## src/rtl/avg_pool_2x2_stream_compute_if.sv

```systemverilog
// Stream bundle for the 2x2 average-pool stage: pixel input channel and
// averaged-pixel output channel, each with valid/ready handshaking.
interface avg_pool_2x2_stream_compute_if #(
  parameter int DW = 16
);
  logic          in_valid;
  logic          in_ready;
  logic [DW-1:0] in_data;
  logic          out_valid;
  logic          out_ready;
  logic [DW-1:0] out_data;
  logic [63:0]   out_ctrl_vars;
  logic          frame_done;

  modport master (
    output in_valid, in_data, out_ready,
    input  in_ready, out_valid, out_data, out_ctrl_vars, frame_done
  );

  modport slave (
    input  in_valid, in_data, out_ready,
    output in_ready, out_valid, out_data, out_ctrl_vars, frame_done
  );
endinterface

```

## src/rtl/avg_pool_2x2_stream_compute.sv

```systemverilog
// Streaming 2x2 average-pool stage: raster-order pixels in, one averaged pixel
// plus its {x_out, y_out, c, 0} loop-index vector out, with valid/ready backpressure.
module avg_pool_2x2_stream_compute #(
  parameter int IMG_W  = 64,
  parameter int IMG_H  = 64,
  parameter int NUM_CH = 4,
  parameter int DW     = 16
) (
  input  logic                              clk,
  input  logic                              rst_n,
  input  logic                              flush,
  avg_pool_2x2_stream_compute_if.slave      bus
);

  localparam int          LB_DEPTH  = IMG_W / 2;
  localparam int          LB_AW     = (LB_DEPTH > 1) ? $clog2(LB_DEPTH) : 1;
  localparam logic [15:0] X_LAST    = 16'(IMG_W - 1);
  localparam logic [15:0] Y_LAST    = 16'(IMG_H - 1);
  localparam logic [15:0] C_LAST    = 16'(NUM_CH - 1);
  localparam logic [47:0] LAST_CTRL = {16'(IMG_W / 2 - 1), 16'(IMG_H / 2 - 1), 16'(NUM_CH - 1)};

  logic [15:0]   x_q, x_d;
  logic [15:0]   y_q, y_d;
  logic [15:0]   c_q, c_d;
  logic [DW:0]   pair_q, pair_d;
  logic          out_valid_q, out_valid_d;
  logic [DW-1:0] out_data_q, out_data_d;
  logic [63:0]   ctrl_q, ctrl_d;

  logic [DW:0]      line_mem [LB_DEPTH];
  logic [LB_AW-1:0] line_idx;
  logic [DW:0]      line_rd;
  logic [DW:0]      pair_sum;
  logic [DW+1:0]    total;
  logic             accept;
  logic             load;
  logic             line_we;

  assign bus.in_ready      = ~out_valid_q | bus.out_ready;
  assign accept            = bus.in_valid & bus.in_ready;
  assign line_idx          = x_q[LB_AW:1];
  assign bus.out_valid     = out_valid_q;
  assign bus.out_data      = out_data_q;
  assign bus.out_ctrl_vars = ctrl_q;
  assign bus.frame_done    = out_valid_q & bus.out_ready & ~flush & (ctrl_q[63:16] == LAST_CTRL);

  always_comb begin
    x_d         = x_q;
    y_d         = y_q;
    c_d         = c_q;
    pair_d      = pair_q;
    out_valid_d = out_valid_q;
    out_data_d  = out_data_q;
    ctrl_d      = ctrl_q;
    pair_sum    = pair_q + {1'b0, bus.in_data};
    line_rd     = line_mem[line_idx];
    total       = {1'b0, line_rd} + {1'b0, pair_sum};
    line_we     = accept & x_q[0] & ~y_q[0] & ~flush;
    load        = accept & x_q[0] & y_q[0];

    if (accept) begin
      if (!x_q[0]) begin
        pair_d = {1'b0, bus.in_data};
      end
      if (x_q == X_LAST) begin
        x_d = '0;
        if (y_q == Y_LAST) begin
          y_d = '0;
          c_d = (c_q == C_LAST) ? '0 : c_q + 16'd1;
        end else begin
          y_d = y_q + 16'd1;
        end
      end else begin
        x_d = x_q + 16'd1;
      end
    end

    // A fresh load wins over retiring the current output in the same cycle
    if (load) begin
      out_valid_d = 1'b1;
      out_data_d  = DW'(total >> 2);
      ctrl_d      = {1'b0, x_q[15:1], 1'b0, y_q[15:1], c_q, 16'd0};
    end else if (bus.out_ready) begin
      out_valid_d = 1'b0;
    end

    if (flush) begin
      x_d         = '0;
      y_d         = '0;
      c_d         = '0;
      pair_d      = '0;
      out_valid_d = 1'b0;
      out_data_d  = '0;
      ctrl_d      = '0;
    end
  end

  always_ff @(posedge clk or negedge rst_n) begin
    if (!rst_n) begin
      x_q         <= '0;
      y_q         <= '0;
      c_q         <= '0;
      pair_q      <= '0;
      out_valid_q <= 1'b0;
      out_data_q  <= '0;
      ctrl_q      <= '0;
    end else begin
      x_q         <= x_d;
      y_q         <= y_d;
      c_q         <= c_d;
      pair_q      <= pair_d;
      out_valid_q <= out_valid_d;
      out_data_q  <= out_data_d;
      ctrl_q      <= ctrl_d;
    end
  end

  // Even rows park their pair sums here; odd rows read them back at the same column
  always_ff @(posedge clk) begin
    if (line_we) begin
      line_mem[line_idx] <= pair_sum;
    end
  end

endmodule
```

## src/flat_wrapper.sv

```systemverilog
// flat-port wrapper written by rule: the top's interface ports become plain ports
module avg_pool_2x2_stream_compute_flat 
#(
  parameter int IMG_W  = 64,
  parameter int IMG_H  = 64,
  parameter int NUM_CH = 4,
  parameter int DW     = 16
)
  (clk, rst_n, flush, bus_in_valid, bus_in_data, bus_out_ready, bus_in_ready, bus_out_valid, bus_out_data, bus_out_ctrl_vars, bus_frame_done);
  avg_pool_2x2_stream_compute_if #(.DW(DW)) bus_i ();
  input  logic clk;
  input  logic rst_n;
  input  logic flush;
  input wire logic [$bits(bus_i.in_valid)-1:0] bus_in_valid;
  input wire logic [$bits(bus_i.in_data)-1:0] bus_in_data;
  input wire logic [$bits(bus_i.out_ready)-1:0] bus_out_ready;
  output wire logic [$bits(bus_i.in_ready)-1:0] bus_in_ready;
  output wire logic [$bits(bus_i.out_valid)-1:0] bus_out_valid;
  output wire logic [$bits(bus_i.out_data)-1:0] bus_out_data;
  output wire logic [$bits(bus_i.out_ctrl_vars)-1:0] bus_out_ctrl_vars;
  output wire logic [$bits(bus_i.frame_done)-1:0] bus_frame_done;
  assign bus_i.in_valid = bus_in_valid;
  assign bus_i.in_data = bus_in_data;
  assign bus_i.out_ready = bus_out_ready;
  assign bus_in_ready = bus_i.in_ready;
  assign bus_out_valid = bus_i.out_valid;
  assign bus_out_data = bus_i.out_data;
  assign bus_out_ctrl_vars = bus_i.out_ctrl_vars;
  assign bus_frame_done = bus_i.frame_done;
  avg_pool_2x2_stream_compute #(.IMG_W(IMG_W), .IMG_H(IMG_H), .NUM_CH(NUM_CH), .DW(DW)) u_core (.clk(clk), .rst_n(rst_n), .flush(flush), .bus(bus_i));
endmodule
```

## config.mk

```make
export PLATFORM = sky130hd
export DESIGN_NAME = avg_pool_2x2_stream_compute_flat
export DESIGN_NICKNAME = d
export VERILOG_FILES = /design/src/rtl/avg_pool_2x2_stream_compute_if.sv /design/src/rtl/avg_pool_2x2_stream_compute.sv /design/src/flat_wrapper.sv
export SDC_FILE = /design/constraint.sdc
export NUM_CORES = 1
export LEC_CHECK = 0
export BUFFER_PORTS_ARGS = -buffer_cell sky130_fd_sc_hd__buf_2
export CAP_MARGIN = 10
export CORE_MARGIN = 5
export CORE_UTILIZATION = 30
export CTS_CLUSTER_DIAMETER = 40
export DETAILED_ROUTE_END_ITERATION = 16
export PLACE_DENSITY = 0.45
export SLEW_MARGIN = 5
export SYNTH_ARGS = -nofsm -noshare
export SYNTH_HDL_FRONTEND = slang
export SYNTH_SLANG_ARGS = --single-unit
```

## constraint.sdc

```tcl
create_clock -name clk -period 6.05 [get_ports clk]
set_input_delay 0.605 -clock clk [delete_from_list [all_inputs] [get_ports clk]]
set_output_delay 0.605 -clock clk [all_outputs]
set_load 0.02 [all_outputs]
```

# --- After elaboration in Yosys (flattened, before gate mapping) ---
# Memory sizes are Yosys's and may differ from the RTL's.
# Index checks and enable logic that the tools add are counted.
# Widths: inputs -> output; s select.
word_totals:
  output_inout_bits: 83
  word_cells: 62
  rom_bits: 0
  ram_bits: 544
  register_bits: 146
  inputBits: 21
  latch_bits: 0
  memories: 1
mem_list:
  columns: ["name", "depth", "word_bits", "rd", "rd_clocked_by_memory_dff", "write_ports", "line_no", "rtl"]
  rows:
  - ["u_core.line_mem", 32, 17, 1, 0, 1, "avg_pool_2x2_stream_compute.sv:30", "logic [DW:0] line_mem [LB_DEPTH];"]
op_classes:
  n_mul: 0
  n_lt_le_gt_ge: 0
  n_eq_ne: 5
  div: 0
  n_mux: 24
  bitwise_logic: 12
  addsub: 5
  n_reduce_logical: 8
  n_shift: 0
op_table:
  columns: ["cell", "count"]
  rows:
  - ["$mux 16", 14]
  - ["$mux 64", 2]
  - ["$mux 17", 3]
  - ["$add 16x1->16 const B", 3]
  - ["$eq 48x37->1 const B", 1]
  - ["$eq 16x6->1 const B", 2]
  - ["$add 17x17->18", 1]
  - ["$add 17x16->17", 1]
  - ["$eq 16x2->1 const B", 1]
  - ["$and 1x1->1", 8]
  - ["$reduce_bool 2->1", 4]
  - ["$mux 1", 5]
  - ["$reduce_and 2->1", 2]
  - ["$not 1->1", 3]
  - ["$reduce_and 3->1", 1]
  - ["$reduce_bool 3->1", 1]
  - ["$ne 2x2->1 const B", 1]
  - ["$or 1x1->1", 1]

# --- Depth between registers and ports, before layout ---
logic_depth:
  depth_word: 8
  mapped_depth: 19
  depth_no_buf: 18

# --- Worst setup path before layout ---
# Ideal clock, no wire load.
synth_timing:
  path_kind: "in2reg"
  start: "input bus_in_data[4]"
  end: "register u_core.out_data_q[15] (netlist: u_core.bus.out_data[15])"
  setup_ns: 0.139
  t_required_ns: 5.911
  path_buffers: 0
  path_stages: 16
  arrival_ns: 4.741
  slack_ns: 1.170
  cell_sequence: "ha_1 > nand2_1 > or3_1 > a21oi_1 > nor2_1 > xnor2_1 > ha_1 > nand4_1 > nor2b_1 > a211o_1 > o21ai_2 > and2b_2 > o31ai_2 > a311o_2 > o311ai_1 > a2111oi_2"
synth_between:
  elab_chain_cells: 4
synth_lines:
  columns: ["item", "line_no", "rtl"]
  rows:
  - ["start, declared", "flat_wrapper.sv:15", "input wire logic [$bits(bus_i.in_data)-1:0] bus_in_data;"]
  - ["$add 17x16->17", "avg_pool_2x2_stream_compute.sv:55", "pair_sum = pair_q + {1'b0, bus.in_data};"]
  - ["via u_core.pair_sum[7]", "avg_pool_2x2_stream_compute.sv:33", "logic [DW:0] pair_sum;"]
  - ["$add 17x17->18", "avg_pool_2x2_stream_compute.sv:57", "total = {1'b0, line_rd} + {1'b0, pair_sum};"]
  - ["$mux 16", "avg_pool_2x2_stream_compute.sv:79", "if (load) begin"]
  - ["$mux 16", "avg_pool_2x2_stream_compute.sv:87", "if (flush) begin"]
  - ["end signal, assigned", "avg_pool_2x2_stream_compute.sv:113", "out_data_q <= out_data_d;"]
  - ["end, declared", "avg_pool_2x2_stream_compute.sv:27", "logic [DW-1:0] out_data_q, out_data_d;"]
# The timed path passes the listed nets, and every way through them passes these cells. The select of a mux whose other input is x is not followed.
# A chain may end at the register's enable or synchronous reset.

# --- Worst setup path after layout ---
layout_timing:
  start: "register u_core.x_q[2]"
  end: "register u_core.out_data_q[15] (netlist: u_core.bus.out_data[15])"
layout_between:
  elab_chain_cells: 4
layout_lines:
  columns: ["item", "line_no", "rtl"]
  rows:
  - ["start, declared", "avg_pool_2x2_stream_compute.sv:22", "logic [15:0] x_q, x_d;"]
  - ["start signal, assigned", "avg_pool_2x2_stream_compute.sv:100", "x_q <= '0;"]
  - ["start signal, assigned", "avg_pool_2x2_stream_compute.sv:108", "x_q <= x_d;"]
  - ["$mem_v2 32x17", null, null]
  - ["$add 17x17->18", "avg_pool_2x2_stream_compute.sv:57", null]
  - ["$mux 16", "avg_pool_2x2_stream_compute.sv:79", null]
  - ["$mux 16", "avg_pool_2x2_stream_compute.sv:87", null]
# Every way passes these cells. The select of a mux whose other input is x is not followed.

==> run_results.csv <==
group,metric,value,unit
global_routing,grt_max_degree,78,
die,core,0.09180,sq mm
run_status,status,"complete, no violations",
setup_path,path_max_fanout,58,
worst_hold_path,hold_depth,2,
cells_and_area,final_core_util,36.39,%
timing,max_freq,0.1933,GHz
synthesis,yosysTopAreaCellShare,58.78,%
cells_and_area,drive_above_1_share,26.21,%
setup_path,crit_path_start_kind,"flop",
synthesis,yosysMostFrequentCell,"edfxtp_1",
setup_path,slowest_stage,"dfrtp_4",
setup_path,worst_ep_required_time,6530,ps
timing,worst_pin_slew,1210,ps
setup_path,critPathArrivalTime,5650,ps
setup_path,reg2reg_depth,15,
place,place_area,0.03001,sq mm
global_routing,grt_pass1_vias,16420,
clock_network,clockRootBuffer,"clkbuf_16",
synthesis,synth_compound_area_share,6.749,%
synthesis,synth_cells,1719,
synthesis,synth_common_cells,"edfxtp_1, nand2_1, dfrtp_1, mux4_2, nor2_1",
synthesis,yosysTopAreaCell,"edfxtp_1",
routing,drt_wl_total,76820,microns
synthesis,synthFlopType,"edfxtp_1",
setup_path,worst-r2r-setup-slack,880,ps
setup_path,setup.worst_path.class,"flop to flop",
routing,drt-initial-drc-count,1336,
place,dp_hpwl,47360,microns
power_and_ir_drop,peakVddDrop,0.0002373,V
cells_and_area,n_antenna_cell,0,
timing,rsz0062_at_grt,"false",
routing,drc,0,
clock_network,cts.sinks,671,
timing,max-slew-margin-rel,19.01,%
global_routing,grt_pass1_wl,112900,microns
die,die_h,314.4,microns
timing,final.period_utilization,85.50,%
synthesis,synth_top_family_by_area,"multiplexers",
synthesis,synth_area_leaders,"edfxtp_1, dfrtp_1, mux4_2, nand2_1, ha_1",
synthesis,synth_mux_area_share,10.90,%
timing,setup_viol,0,
routing,vias,15930,
synthesis,synth_area,0.02779,sq mm
synthesis,synth_edf_count,544,
die,ioPinCount,104,
power_and_ir_drop,power.density,356.1,mW/mm^2
routing,viasPerCell,4.995,
clock_network,htree_levels,3,
timing,clock_skew,27.44,ps
timing,drv_slew,0,
place,gp_congestion,0.7536,
routing,final_antenna_net_count,0,
die,die_w,314.4,microns
cells_and_area,fin_area,0.03340,sq mm
synthesis,synth-simple-area-share,6.839,%
global_routing,grt_use_total,15.39,%
setup_path,critPathMaxStageDelay,1010,ps
synthesis,synthXorXnorAreaFrac,1.432,%
flow_run,max_cap_viol_count,0,
cells_and_area,syn2layout_area_growth,20.20,%
timing,min_period,5173,ps
synthesis,synth-async-reset-ratio,18.93,%
global_routing,overflow,0,
synthesis,ys_seq_area_share,70.21,%
routing,dr.pass1.iters,5,
setup_path,crit_path_cell_trace,"buf_4 > mux4_2 > o22ai_1 > nor4_1 > ha_1 > inv_1 > o21bai_1 > a21o_1 > a211o_1 > o21ai_2 > and2b_2 > o31ai_2 > a311o_2 > o311ai_1 > a2111oi_2",
clock_network,cts_buffer_depth,3,
clock_network,cts-resized-gates,0,
power_and_ir_drop,leakage,11.35,nW
cells_and_area,nets,1921,
clock_network,numCtsBuffers,96,
timing,hold_violations,0,
clock_network,cts_tree,"built",
worst_hold_path,min_path_type,"primary input to flop",
synthesis,yosysWarnings,0,
routing,routedWlPerCell,24.09,microns
place,portBuffers,85,
clock_network,clkTransAtPathRegs,50,ps
synthesis,synth_seq_cells,671,
setup_path,critPathCaptureType,"flop",
synthesis,avgSynthCellArea,16.17,sq um
timing,fin_tns_setup,0,ps
clock_network,clk_latency,650,ps
global_routing,grt_antenna_before_repair,0,
die,start_util,30.27,%
synthesis,yosys.area_share.adder,1.648,%
synthesis,ys_types,82,
die,die-area,0.09883,sq mm
die,core.rowCount,111,
## critical path, delay by kind of cell (launching register included)
kind,cells,cell delay [ps]
AOI/OAI and AO/OA,9,1860
DFF,1,1010
and+or+nand+nor,2,910
buffers and inverters,2,550
adders and majority gates,1,390
muxes,1,270
## power breakdown
part	switching [mW]	internal (mW)	total, mW
logic	0.563	0.286	0.849
clock network	2.11	3.71	5.82
registers	0.0359	5.19	5.22
## state kept, by name, summed over array words and instances (netlist names)
register,count
u_core.y_q,16
u_core.line_mem,544
u_core.bus.out_data,16
u_core.x_q,16
u_core.pair_q,16
u_core.c_q,16
u_core.bus.out_valid,1
u_core.bus.out_ctrl_vars,46
## per-layer routing
layer,up-vias,track usage [%],part of all wire [%]
met5,-,0,0
met4,0,3.702,2.2
met3,114,3.068,4.8
met2,380,25.56,49
met1,8381,20.96,44
li1,7055,-,-
## through the flow
| step | power (mW) | setup slack, ps | cells | hold WS [ps] |
|---|---|---|---|---|
| floorplan | 5.856 | 1170 | 1736 | 309.4 |
| global route | 12.31 | 546.2 | 3189 | 178.3 |
| global placement | 6.163 | 847.7 | 3008 | 496.3 |
| finish | 11.89 | 877.1 | 3189 | 211.4 |
| CTS | 12.05 | 774.7 | 3189 | 165.3 |
| detailed placement | 6.183 | 781.6 | 3008 | 498.9 |
## placed cells by master, fill, tap and decap left out, types with 23 or more instances in the layout
cell,count
ha_1,35
dfrtp_1,125
mux4_2,116
buf_2,84
nor4_1,23
buf_4,53
a21oi_1,84
o22ai_1,60
o21ai_0,52
nor2_1,60
clkbuf_16,101
nand2_1,150
edfxtp_1,544
## cell families after synthesis
family | Yosys count
AO/OA/AOI/OAI | 293
XOR/XNOR | 43
adder cells (fa/ha/maj) | 36
buffers and inverters | 124
flip-flops | 671
multiplexers | 155
other | 1
AND/OR/NAND/NOR | 396
## cell type report
type,instances,area [sq um]
clock inverters,63,753.2
well taps,1243,1555
repair buffers,140,859.6
fillers,8660,58400
inverters,14,52.55
multi-input cells,941,8035
clock buffers,117,2628
flip-flops and latches,671,19520
## final timing paths
kind | startpoint | endpoint
setup / recovery | u_core.x_q[2]$_DFFE_PN0P_ | u_core.bus.out_data[15]$_DFFE_PN0P_
hold / removal | bus_in_data[14] | u_core.pair_q[14]$_DFFE_PN0P_
setup reg to reg | u_core.x_q[2]$_DFFE_PN0P_ | u_core.bus.out_data[15]$_DFFE_PN0P_
hold reg to reg | u_core.pair_q[3]$_DFFE_PN0P_ | u_core.pair_q[3]$_DFFE_PN0P_
max in group asynchronous | rst_n | u_core.x_q[1]$_DFFE_PN0P_
min in group asynchronous | rst_n | u_core.bus.out_ctrl_vars[45]$_DFFE_PN0P_
## what timing repair did
item | 4_1_cts | 5_1_grt
endpoints found under the hold margin | 1 | 0
setup buffers | 0 | 0
hold buffers | 1 | 0
Power figures use the tool's default switching activity.
